--- config.mk ---
export PLATFORM = sky130hd
export DESIGN_NAME = pipe_stage_skid_reg
export DESIGN_NICKNAME = d
export VERILOG_FILES = /design/src/rtl/pipe_pkg.sv /design/src/rtl/pipe_stage_skid_reg.sv
export SDC_FILE = /design/constraint.sdc
export NUM_CORES = 1
export LEC_CHECK = 0
export CELL_PAD_IN_SITES_DETAIL_PLACEMENT = 1
export CELL_PAD_IN_SITES_GLOBAL_PLACEMENT = 1
export CORE_MARGIN = 3
export CORE_UTILIZATION = 25
export CTS_CLUSTER_SIZE = 24
export DETAILED_ROUTE_END_ITERATION = 6
export PLACE_DENSITY_LB_ADDON = 0.1
export SYNTH_ARGS = -nofsm -noshare
export SYNTH_HDL_FRONTEND = slang
export SYNTH_SLANG_ARGS = --single-unit
export TNS_END_PERCENT = 50
--- constraint.sdc ---
create_clock -name clk -period 1.6 [get_ports clk]
set_clock_uncertainty 0.15 [all_clocks]
set_input_delay 0.32 -clock clk [delete_from_list [all_inputs] [get_ports clk]]
set_output_delay 0.32 -clock clk [all_outputs]
set_load 0.02 [all_outputs]
--- src/rtl/pipe_pkg.sv ---
`default_nettype none
// ----------------------------------------------------------------------------
// pipe_pkg : shared types and constants for elastic pipeline stage registers
// Revision : 1.0
// ----------------------------------------------------------------------------
package pipe_pkg;

    localparam logic [31:0] RV_NOP = 32'h0000_0013;

    typedef enum logic [1:0] {
        EMPTY = 2'd0,
        ONE   = 2'd1,
        FULL  = 2'd2
    } pipe_occ_e;

    typedef struct packed {
        logic [31:0] pc;
        logic [31:0] instr;
    } if_id_t;

    localparam int          IF_ID_W      = $bits(if_id_t);
    localparam logic [63:0] IF_ID_BUBBLE = {32'h0000_0000, RV_NOP};

    function automatic logic [1:0] occ_count(input pipe_occ_e s);
        logic [1:0] n;
        n = 2'd0;
        case (s)
            ONE:     n = 2'd1;
            FULL:    n = 2'd2;
            default: n = 2'd0;
        endcase
        return n;
    endfunction

endpackage
`default_nettype wire

--- src/rtl/pipe_stage_skid_reg.sv ---
`default_nettype none
// ----------------------------------------------------------------------------
// pipe_stage_skid_reg : valid/ready pipeline register with 2-entry skid buffer
// Revision : 1.0
// ----------------------------------------------------------------------------
module pipe_stage_skid_reg
    import pipe_pkg::*;
#(
    parameter int                DATA_W     = IF_ID_W,
    parameter logic [DATA_W-1:0] BUBBLE_VAL = IF_ID_BUBBLE,
    parameter bit                FLUSH_WINS = 1'b1
) (
    input  logic              clk,
    input  logic              rst,
    input  logic              flush,
    input  logic              in_valid,
    output logic              in_ready,
    input  logic [DATA_W-1:0] in_data,
    output logic              out_valid,
    input  logic              out_ready,
    output logic [DATA_W-1:0] out_data,
    output logic [1:0]        occupancy
);

    pipe_occ_e         state_q, state_d;
    logic [DATA_W-1:0] main_q,  main_d;
    logic [DATA_W-1:0] skid_q,  skid_d;

    logic in_fire;
    logic out_fire;

    // in_ready depends only on held state (and reset), never on out_ready
    assign in_ready  = (state_q != FULL) & rst;
    assign out_valid = (state_q != EMPTY);
    assign out_data  = main_q;
    assign occupancy = occ_count(state_q);

    assign in_fire  = in_valid & in_ready;
    assign out_fire = out_valid & out_ready;

    always_comb begin
        state_d = state_q;
        main_d  = main_q;
        skid_d  = skid_q;

        if (flush) begin
            skid_d = BUBBLE_VAL;
            if (!FLUSH_WINS && in_fire) begin
                main_d  = in_data;
                state_d = ONE;
            end else begin
                main_d  = BUBBLE_VAL;
                state_d = EMPTY;
            end
        end else begin
            case (state_q)
                EMPTY: begin
                    if (in_fire) begin
                        main_d  = in_data;
                        state_d = ONE;
                    end
                end
                ONE: begin
                    if (in_fire && out_fire) begin
                        main_d = in_data;
                    end else if (in_fire) begin
                        skid_d  = in_data;
                        state_d = FULL;
                    end else if (out_fire) begin
                        state_d = EMPTY;
                    end
                end
                FULL: begin
                    if (out_fire) begin
                        main_d  = skid_q;
                        state_d = ONE;
                    end
                end
                default: begin
                    state_d = EMPTY;
                end
            endcase
        end
    end

    always_ff @(posedge clk) begin
        if (!rst) begin
            state_q <= EMPTY;
            main_q  <= BUBBLE_VAL;
            skid_q  <= BUBBLE_VAL;
        end else begin
            state_q <= state_d;
            main_q  <= main_d;
            skid_q  <= skid_d;
        end
    end

endmodule
`default_nettype wire

==> run_results.csv <==
group,metric,value,unit
synthesis,ys_types,27,
synthesis,netlist_instances,626,
cts,clkSinkCount,130,
worst_setup_path,path_class,"reg2reg",
global_route,grt_max_degree,50,
final_layout,area_delta_synth_final,56.2,%
synthesis,synthTopCellsByCount,"130 x dfxtp_1, 67 x nand3_1, 65 x mux2i_1, 64 x o21ai_0, 62 x a21oi_1",
synthesis,yosys_warnings,0,
synthesis,syn_area,0.00615,mm^2
final_layout,multiInputGateArea,0.00343,mm^2
route,dr_total_vias,5835,
sta,whs,0.226,ns
route,via_per_inst,5.27,
cts,clock-root-buffer,"clkbuf_16",
sta,fmax,551,MHz
global_route,grt_pass1_wl,37.1,mm
run_status,status,"finished with violations",
synthesis,synth_edf_count,0,
floorplan,pin_count,137,
worst_setup_path,arrival,2.01,ns
final_layout,area.sequential,0.00261,mm^2
route,drt_first_pass_iters,4,
synthesis,post-synth-top-area-cell,"dfxtp_1",
cts,holdBufCountCts,0,
cts,h-tree-depth,4,
synthesis,synth_most_common_cell,"dfxtp_1",
worst_setup_path,crit_path_max_fanout,6,
worst_setup_path,cp.required,1.79,ns
final_layout,n_antenna_cell,0,
sta,final.period_utilization,113,%
worst_setup_path,end_kind,"flip-flop",
sta,setup_violations,110,
route,ant_nets,0,
synthesis,synthTopCellsByArea,"dfxtp_1 42%, a211oi_2 12%, mux2i_1 11%",
floorplan,row_count,56,
sta,finalCriticalPeriod,1.82,ns
global_route,overflow,0,
floorplan,die_area,0.0265,mm^2
floorplan,fp.dieW,163,um
sta,max-slew-margin-rel,66.8,%
cts,clk_pin_slew,0.06,ns
sta,fin_ws,-0.215,ns
cts,cts_tree,"built",
power_and_ir_drop,power.density,905,mW/mm^2
synthesis,synth_ff_type,"dfxtp_1",
route,routed_wl,25.0,mm
place,gp_congestion,0.695,
worst_setup_path,crit_path_start_kind,"flip-flop",
run_status,violations,"setup timing",
synthesis,ys_seq_area_share,42.3,%
final_layout,fin_nets,845,
sta,rsz0062_at_grt,"true",
power_and_ir_drop,p_leak,3.70,nW
final_layout,n_fill_cell,2597,
synthesis,avgSynthCellArea,9.82,um^2
route,first_iter_violations,218,
route,drc,0,
worst_hold_path,holdCritPathClass,"in2reg",
global_route,grtUsageTotal,17.9,%
power_and_ir_drop,ir_drop,0.000569,V
sta,slew_viol_final,0,
synthesis,async_reset_ff_share,0,%
final_layout,drive_gt1_share,34.6,%
route,wl_per_cell,22.6,um
sta,worst_pin_slew,0.497,ns
cts,cts_buffers,17,
floorplan,die_h,163,um
sta,finalHoldViolCount,0,
power_and_ir_drop,finalPower,8.69,mW
global_route,grt_pass1_vias,6232,
place,dp_hpwl,14.3,mm
flow_run,drv_cap,0,
synthesis,synth_top_area_share,42.3,%
floorplan,start_util,25.8,%
cts,clockBufferDepth,2,
global_route,antenna_found_initial,0,
floorplan,fp.coreArea,0.0238,mm^2
synthesis,ys_ff_latch,130,
cts,clk_latency,0.42,ns
synthesis,syn-num-nets,695,
place,portBuffers,136,
## worst paths after layout
path | start | end | depth (start not counted) | slack (ns)
setup reg to reg | state_q[1] | out_data[15] | 7 | -0.22
hold / removal | out_ready | state_q[1] | 3 | 0.23
setup / recovery | state_q[1] | out_data[15] | 7 | -0.22
hold reg to reg | skid_q[6] | skid_q[6] | 2 | 0.31
## cell families (layout without fill, tap and decap cells)
logic type             Yosys count  after routing  share of synthesized area, %
AO/OA/AOI/OAI                  255            255                          32.2
buffers and inverters           88            251                          7.27
flip-flops                     130            130                          42.3
multiplexers                    65             65                          10.6
AND/OR/NAND/NOR                 88             88                          7.65
## layout make-up
| class | instances | area share (%) |
|---|---|---|
| well taps | 319 | 4.16 |
| inverters | 2 | 0.130 |
| multi-input cells | 408 | 35.8 |
| clock buffers | 19 | 4.61 |
| flip-flops and latches | 130 | 27.2 |
| clock inverters | 13 | 1.92 |
| repair buffers | 217 | 26.2 |
## worst max-delay path: stages, from the launching register on
cell      delay [ns]
dfxtp_4         0.36
buf_6           0.12
and3b_2         0.25
a31o_4          0.26
buf_12          0.15
buf_12          0.13
buf_16          0.14
a211oi_2        0.17
## state kept, by name (all words and copies together), names as in the netlist
signal and count:
out_data 64, state_q 2, skid_q 64
## per-stage QoR
step	instance area [um^2]	setup WS, ns	setup TNS [ns]	instances	util (%)
2_1_floorplan	6150	0.0162	0	626	-
3_3_place_gp	8020	-0.512	-51.13	1037	33.7
3_5_place_dp	8020	-0.530	-57.66	1037	33.7
4_1_cts	9250	-0.216	-8.92	1091	38.8
5_1_grt	9600	-0.260	-15.68	1108	40.3
6_report	9600	-0.215	-11.36	1108	40.3
## per-layer routing
metal	up-vias	GRT usage, %	wire [um]
met5	-	0	0
met4	0	5.04	398
met3	23	3.13	868
met2	106	31.0	12300
met1	2981	23.0	11400
li1	2725	-	-
## cells in the final DEF, fill, tap and decap left out, types with 3 or more instances in the layout
cell type / instances
clkdlybuf4s50_1: 65
buf_4: 25
and3b_1: 3
mux2i_1: 65
a211oi_2: 62
buf_16: 7
nand3_1: 67
dfxtp_1: 127
o21ai_2: 19
a311oi_1: 32
buf_12: 26
dlymetal6s2s_1: 3
clkbuf_16: 22
o21ai_1: 41
clkbuf_2: 24
o21ai_0: 4
buf_8: 3
bufinv_16: 4
clkdlybuf4s15_2: 6
nor2_1: 5
clkdlybuf4s15_1: 31
clkinvlp_4: 3
buf_6: 17
a311oi_2: 27
a21oi_1: 62
nand2b_4: 3
clkinv_2: 3
## power breakdown
group / leakage [nW] / total, mW / internal (mW) / switching [mW]
logic: 2.35 / 1.15 / 0.587 / 0.565
registers: 1.05 / 3.35 / 3.30 / 0.0482
clock network: 0.299 / 4.19 / 2.65 / 1.54
## timing repair
action	in CTS	in global routing
gates cloned	10	5
setup endpoints to repair	172	161
pin swaps	9	7
buffers inserted	13	14
resized for setup	178	178
Power figures use the tool's default switching activity.
